## config.mk

```make
export PLATFORM = sky130hd
export DESIGN_NAME = code_lock_fsm
export DESIGN_NICKNAME = d
export VERILOG_FILES = /design/src/rtl/code_lock_fsm.sv
export SDC_FILE = /design/constraint.sdc
export NUM_CORES = 1
export LEC_CHECK = 0
export BUFFER_PORTS_ARGS = -buffer_cell sky130_fd_sc_hd__buf_2
export CAP_MARGIN = 20
export CORE_MARGIN = 4
export CORE_UTILIZATION = 28
export DETAILED_ROUTE_END_ITERATION = 8
export PLACE_DENSITY_LB_ADDON = 0.2
export SYNTH_ARGS = -nofsm -noshare
export SYNTH_HDL_FRONTEND = slang
export SYNTH_SLANG_ARGS = --single-unit
```

## constraint.sdc

```tcl
create_clock -name clk -period 3.14 [get_ports clk]
set_input_delay 0.785 -clock clk [delete_from_list [all_inputs] [get_ports clk]]
set_output_delay 0.785 -clock clk [all_outputs]
set_load 0.005 [all_outputs]
```

## src/rtl/code_lock_fsm.sv

```systemverilog
// Code lock: debounced release events on NBTN buttons are matched against CODE; 7-segment LED shows progress/result.
// Define CODE_LOCK_LOCKOUT_EN to add the fail counter and the timed LOCK state.
module code_lock_fsm #(
    parameter int NBTN = 2,
    parameter int CODE_LEN = 4,
    parameter logic [CODE_LEN*$clog2(NBTN)-1:0] CODE = 4'b1001,
    parameter int TICK_DIV = 256,
    parameter int DEB_LEN = 16,
    parameter int RESULT_TICKS = 7200,
    parameter int MAX_FAIL = 3,
    parameter int LOCK_TICKS = 28800
) (
    input  logic            clk,
    input  logic            reset,
    input  logic [NBTN-1:0] button,
    output logic [7:0]      LED,
    output logic            unlocked,
    output logic            locked_out
);

    localparam int BW   = $clog2(NBTN);
    localparam int DW   = (TICK_DIV > 1) ? $clog2(TICK_DIV) : 1;
    localparam int CW   = $clog2(DEB_LEN + 1);
    localparam int TMAX = (RESULT_TICKS > LOCK_TICKS) ? RESULT_TICKS : LOCK_TICKS;
    localparam int TW   = $clog2(TMAX + 1);

    // Valid/ready is not used here: button releases are single-tick events consumed in the cycle they occur.
    typedef enum logic [1:0] {
        S_ENTRY = 2'd0,
        S_OK    = 2'd1,
        S_FAIL  = 2'd2
`ifdef CODE_LOCK_LOCKOUT_EN
        , S_LOCK = 2'd3
`endif
    } state_t;

    logic [DW-1:0]   div_q;
    logic            tick;
    logic [NBTN-1:0] sync1_q, sync2_q, deb_q, rise;
    logic [CW-1:0]   deb_cnt_q [NBTN];

    state_t          state_q, state_d;
    logic [3:0]      k_q, k_d;
    logic            mis_q, mis_d;
    logic [TW-1:0]   tmr_q, tmr_d;
    logic [2:0]      n_press;
    logic [BW-1:0]   press_idx, exp_idx;
    logic            any_press, bad_press;
    logic [7:0]      led_d;
    logic            unl_d;

    assign tick = (div_q == DW'(TICK_DIV - 1));

    always_ff @(posedge clk or negedge reset) begin
        if (!reset) begin
            div_q   <= '0;
            sync1_q <= '1;
            sync2_q <= '1;
            deb_q   <= '1;
            for (int i = 0; i < NBTN; i++) deb_cnt_q[i] <= '0;
        end else begin
            div_q   <= tick ? '0 : div_q + 1'b1;
            sync1_q <= button;
            sync2_q <= sync1_q;
            if (tick) begin
                for (int i = 0; i < NBTN; i++) begin
                    if (sync2_q[i] != deb_q[i]) begin
                        if (deb_cnt_q[i] == CW'(DEB_LEN - 1)) begin
                            deb_q[i]     <= sync2_q[i];
                            deb_cnt_q[i] <= '0;
                        end else begin
                            deb_cnt_q[i] <= deb_cnt_q[i] + 1'b1;
                        end
                    end else begin
                        deb_cnt_q[i] <= '0;
                    end
                end
            end
        end
    end

    // A release event fires on the tick the debounced level flips from low to high.
    always_comb begin
        rise      = '0;
        n_press   = '0;
        press_idx = '0;
        for (int i = 0; i < NBTN; i++) begin
            rise[i] = tick && !deb_q[i] && sync2_q[i] && (deb_cnt_q[i] == CW'(DEB_LEN - 1));
            if (rise[i]) begin
                n_press   = n_press + 3'd1;
                press_idx = BW'(i);
            end
        end
        exp_idx   = BW'(CODE >> (int'(k_q) * BW));
        any_press = (n_press != 3'd0);
        bad_press = (n_press > 3'd1) || (press_idx != exp_idx);
    end

`ifdef CODE_LOCK_LOCKOUT_EN
    localparam int FW = $clog2(MAX_FAIL + 1);
    logic [FW-1:0] fail_q, fail_d;
    logic          lo_d;
`endif

    always_ff @(posedge clk or negedge reset) begin
        if (!reset) begin
            state_q <= S_ENTRY;
            k_q     <= '0;
            mis_q   <= 1'b0;
            tmr_q   <= '0;
`ifdef CODE_LOCK_LOCKOUT_EN
            fail_q  <= '0;
`endif
        end else begin
            state_q <= state_d;
            k_q     <= k_d;
            mis_q   <= mis_d;
            tmr_q   <= tmr_d;
`ifdef CODE_LOCK_LOCKOUT_EN
            fail_q  <= fail_d;
`endif
        end
    end

    always_comb begin
        state_d = state_q;
        k_d     = k_q;
        mis_d   = mis_q;
        tmr_d   = tmr_q;
`ifdef CODE_LOCK_LOCKOUT_EN
        fail_d  = fail_q;
`endif
        case (state_q)
            S_ENTRY: begin
                if (k_q >= 4'(CODE_LEN)) begin
                    k_d   = '0;
                    mis_d = 1'b0;
                end else if (any_press) begin
                    if (k_q == 4'(CODE_LEN - 1)) begin
                        k_d   = '0;
                        mis_d = 1'b0;
                        tmr_d = '0;
                        if (mis_q || bad_press) begin
                            state_d = S_FAIL;
`ifdef CODE_LOCK_LOCKOUT_EN
                            fail_d  = fail_q + 1'b1;
`endif
                        end else begin
                            state_d = S_OK;
`ifdef CODE_LOCK_LOCKOUT_EN
                            fail_d  = '0;
`endif
                        end
                    end else begin
                        k_d   = k_q + 4'd1;
                        mis_d = mis_q | bad_press;
                    end
                end
            end
            S_OK: begin
                if (tick) begin
                    if (tmr_q == TW'(RESULT_TICKS - 1)) begin
                        state_d = S_ENTRY;
                        tmr_d   = '0;
                    end else begin
                        tmr_d = tmr_q + 1'b1;
                    end
                end
            end
            S_FAIL: begin
                if (tick) begin
                    if (tmr_q == TW'(RESULT_TICKS - 1)) begin
                        tmr_d   = '0;
                        state_d = S_ENTRY;
`ifdef CODE_LOCK_LOCKOUT_EN
                        if (fail_q >= FW'(MAX_FAIL)) state_d = S_LOCK;
`endif
                    end else begin
                        tmr_d = tmr_q + 1'b1;
                    end
                end
            end
`ifdef CODE_LOCK_LOCKOUT_EN
            S_LOCK: begin
                if (tick) begin
                    if (tmr_q == TW'(LOCK_TICKS - 1)) begin
                        state_d = S_ENTRY;
                        tmr_d   = '0;
                        fail_d  = '0;
                    end else begin
                        tmr_d = tmr_q + 1'b1;
                    end
                end
            end
`endif
            default: begin
                state_d = S_ENTRY;
                k_d     = '0;
                mis_d   = 1'b0;
                tmr_d   = '0;
            end
        endcase
    end

    function automatic logic [7:0] seg(input logic [3:0] d);
        case (d)
            4'd0: seg = 8'h03;
            4'd1: seg = 8'h9F;
            4'd2: seg = 8'h25;
            4'd3: seg = 8'h0D;
            4'd4: seg = 8'h99;
            4'd5: seg = 8'h49;
            4'd6: seg = 8'h41;
            4'd7: seg = 8'h1F;
            4'd8: seg = 8'h01;
            4'd9: seg = 8'h09;
            default: seg = 8'hFF;
        endcase
    endfunction

    always_comb begin
        led_d = 8'h03;
        unl_d = 1'b0;
`ifdef CODE_LOCK_LOCKOUT_EN
        lo_d  = 1'b0;
`endif
        case (state_q)
            S_ENTRY: led_d = seg(k_q);
            S_OK: begin
                led_d = 8'h00;
                unl_d = 1'b1;
            end
            S_FAIL: led_d = 8'h91;
`ifdef CODE_LOCK_LOCKOUT_EN
            S_LOCK: begin
                led_d = 8'hFE;
                lo_d  = 1'b1;
            end
`endif
            default: led_d = 8'h03;
        endcase
    end

    always_ff @(posedge clk or negedge reset) begin
        if (!reset) begin
            LED      <= 8'h03;
            unlocked <= 1'b0;
        end else begin
            LED      <= led_d;
            unlocked <= unl_d;
        end
    end

`ifdef CODE_LOCK_LOCKOUT_EN
    always_ff @(posedge clk or negedge reset) begin
        if (!reset) locked_out <= 1'b0;
        else        locked_out <= lo_d;
    end
`else
    assign locked_out = 1'b0;
`endif

endmodule

```

==> key figures <==
Outcome
  • Status: finished, final reports clean

Power
  • Tot Pwr: 1.17 mW
  • Cell leakage power: 1.49 nW
  • Worst supply voltage drop on vdd: 0.180 mV
  • Cell Pwr Density: 372 nW/um^2

Clocking
  • Insertion delay to the later sink of the worst-skew pair: approximately 300 ps
  • Maximum level of the CTS H-tree: 2
  • # Post-CTS Setup Buffers: 0
  • CTS Root Cell: sky130_fd_sc_hd__clkbuf_8
  • Worst-case clock buffer depth: 2
  • CTS tree: built
  • Clock-pin slew on the worst setup and hold paths: roughly 100 ps
  • Gates resized, CTS repair: 0
  • Number of clock sinks seen by CTS: 55
  • CTS hold repair buffers: 0
  • CTS buffer count: 5

Die
  • Die outline area: 11,900 sq um
  • Floorplan die width: ~110 um
  • Core region area: between 9000 and 10,000 sq um
  • Overall die height: 109 um
  • Initial Utilization: 0.290
  • IO Count: 14
  • Std cell rows: 36

Setup path
  • Element type at the critical path start: flop
  • Required arrival time at the worst endpoint: 3340 ps
  • Count of cells along the worst register-to-register path: 6
  • Data arrival time of the critical path: 2520 ps
  • Worst-path fanout max: 14
  • Kind of end point of the critical path: flop
  • Kind of critical path: reg2reg

Placed design
  • Area after detailed placement: approximately 3000 sq um
  • Detailed placer's ending HPWL: between 3000 and 4000 um
  • Placed Instances: roughly 420
  • Last weighted congestion value of the routability-driven placer: 0.762
  • # port buffers: 12

Synth
  • EDFF count, synth: 0
  • Synthesized instance count: 284
  • Cell variety after synth: 51
  • Net Count, Synth: 301
  • Sequential share of the synthesized area: 0.484
  • Area contributors post-synth: sky130_fd_sc_hd__dfrtp_1, sky130_fd_sc_hd__dfstp_2, sky130_fd_sc_hd__ha_1, sky130_fd_sc_hd__o21ai_0, sky130_fd_sc_hd__nand2_1
  • Synthesis-stage register bit count: 55
  • Cell taking the most area after synthesis: sky130_fd_sc_hd__dfrtp_1
  • Average size of a mapped cell: 10.1 sq um
  • Top flip-flop cell by instance count after synthesis: sky130_fd_sc_hd__dfrtp_1
  • Proportion of register bits with asynchronous set or reset after synthesis: 1.00
  • Post-synthesis instance area: 2860 sq um
  • Syn. warnings: 0
  • Fraction of synthesized cell area taken by the top area cell type: 0.411

Detailed routing
  • Number of detailed-routing iterations run before antenna repair: 4
  • Vias per cell: 4.82
  • Total length of routed wires: 5350 um
  • Total number of vias: roughly 2,000
  • Met3 routed WL: 134 um
  • Met2 routed WL: 2460 um
  • Final antenna-violating net count: 0
  • Count of unresolved DRC violations after routing: 0
  • M1 wire length: between 2000 and 3000 um
  • Top sig layer: met4
  • Detailed-route wire length per cell: 12.5 um
  • Number of violations reported at the end of detailed-routing iteration 0: 89

Timing
  • Worst slew margin: 0.398
  • Actual slew at the worst max-slew pin: between 800 and 900 ps
  • Share of the clock period used by the worst path after layout: 0.740
  • Clock tree skew after final layout: 5.56 ps
  • Number of hold-slack violations in the final timing report: 0
  • Count of final setup violators: 0
  • Total Negative Setup Slacks: 0 ps
  • Max Fclk: 0.431 GHz
  • Final Critical Period: 2320 ps
  • Setup repair after global routing missed its margin: no
  • Slew Limit Fails: 0

Min path
  • Kind of path behind the tightest hold check: reg2reg
  • Number of cells traversed by the worst hold path: 0

Final layout
  • Utilization after layout: 0.318
  • Diode insertion count for antenna repair: 0
  • Layout-stage area growth over the synthesis result: 9.70%
  • Final std cells w/o fill: about 430
  • Number of fill cells in the layout: 998
  • Area of all placed cells without fillers: 3140 sq um
  • Most frequent cells in the layout: sky130_fd_sc_hd__dfrtp_1, sky130_fd_sc_hd__o21ai_0, sky130_fd_sc_hd__nand2_1
  • Most common cell after layout, fill and taps aside: sky130_fd_sc_hd__dfrtp_1
  • Post-layout net count: 310
  • Share of post-route cells with drive strength above 1: 0.136

GRT
  • Gr usage total: 0.0994
  • Number of global-route vias before repair: between 1,500 and 2,000
  • Antenna violations before repair: 0
  • First-pass GRT wire length: 9470 um
  • Aggregate global routing overflow: 0
  • Maximum number of pins on one net before global-route repair: 56

Job
  • Count of max-cap constraint violations: 0
-- flip-flops by register name, indices dropped and copies added, names as in the netlist, 4 cells and up --
name / cells
LED: 8
deb_cnt_q: 10
div_q: 8
k_q: 4
tmr_q: 15
-- path summary, 6_finish.rpt --
kind / from / to / slack [ps]
max: state_q[0] / tmr_q[8] / 820
min: sync1_q[1] / sync2_q[1] / 360
max reg2reg: state_q[0] / tmr_q[8] / 820
min reg2reg: sync1_q[1] / sync2_q[1] / 360
max in group asynchronous: reset / div_q[5] / 2070
min in group asynchronous: reset / div_q[7] / 610
-- metal layers --
| metal | up-vias | GRT usage |
|---|---|---|
| li1 | 1042 | - |
| met1 | 988 | 0.134 |
| met2 | 21 | 0.156 |
| met3 | 6 | 0.0201 |
| met4 | 0 | 0.0397 |
| met5 | - | 0 |
-- cells in the mapped netlist, types with 2 or more instances --
cell type                   n
sky130_fd_sc_hd__a21o_1     4
sky130_fd_sc_hd__a21oi_1   10
sky130_fd_sc_hd__a31oi_1    8
sky130_fd_sc_hd__and2_1     4
sky130_fd_sc_hd__and3_1     5
sky130_fd_sc_hd__buf_2      3
sky130_fd_sc_hd__clkbuf_1   6
sky130_fd_sc_hd__dfrtp_1   47
sky130_fd_sc_hd__dfstp_2    8
sky130_fd_sc_hd__ha_1      13
sky130_fd_sc_hd__inv_1     13
sky130_fd_sc_hd__mux2_2     2
sky130_fd_sc_hd__nand2_1   24
sky130_fd_sc_hd__nand2b_1   5
sky130_fd_sc_hd__nand3_1   15
sky130_fd_sc_hd__nand4_1    5
sky130_fd_sc_hd__nor2_1    19
sky130_fd_sc_hd__nor2b_1    3
sky130_fd_sc_hd__nor3_1     6
sky130_fd_sc_hd__nor4_1     3
sky130_fd_sc_hd__o21a_1     2
sky130_fd_sc_hd__o21ai_0   26
sky130_fd_sc_hd__o22ai_1    3
sky130_fd_sc_hd__o31ai_1    8
sky130_fd_sc_hd__o41ai_1    5
sky130_fd_sc_hd__or2_2      2
sky130_fd_sc_hd__or3_1      3
sky130_fd_sc_hd__xnor2_1    5
sky130_fd_sc_hd__xor2_1     5
-- cell families after synthesis --
family                   Yosys count  share of synthesized area
AO/OA/AOI/OAI                     75                      0.178
buffers and inverters             24                     0.0367
adder cells (fa/ha/maj)           13                     0.0568
other                              1                    0.00131
flip-flops                        55                      0.484
XOR/XNOR                          10                     0.0306
AND/OR/NAND/NOR                  103                      0.201
multiplexers                       3                     0.0114
-- stage by stage --
stage	worst slack, ps	hold slack, ps
final	818	360
after global routing	589	363
after CTS	777	361
after detailed placement	789	347
after global placement	917	346
after floorplan	1290	345
-- worst max-delay path, stage by stage, from the launching register on --
cell and delay (ps):
sky130_fd_sc_hd__dfrtp_1 420, sky130_fd_sc_hd__inv_1 90, sky130_fd_sc_hd__ha_1 440, sky130_fd_sc_hd__inv_1 150, sky130_fd_sc_hd__a41o_1 400, sky130_fd_sc_hd__or2_4 370
sky130_fd_sc_hd__o41ai_1 350
-- layout make-up --
class                           instances  area (sq um)  area share
Clock buffer                            8           100      0.0319
Inverter                               13          48.8      0.0155
Multi-Input combinational cell        205          1370       0.437
Sequential cell                        55          1390       0.441
Tap cell                              133           166      0.0530
Timing Repair Buffer                   13          67.6      0.0215
-- power by group --
| part | total (mW) | switching (mW) | internal [mW] |
|---|---|---|---|
| Combinational | 0.0254 | 0.0196 | 0.00576 |
| Sequential | 0.715 | 0.00214 | 0.713 |
| Clock | 0.428 | 0.226 | 0.202 |
Note: power is estimated with default switching activity, not from simulation.
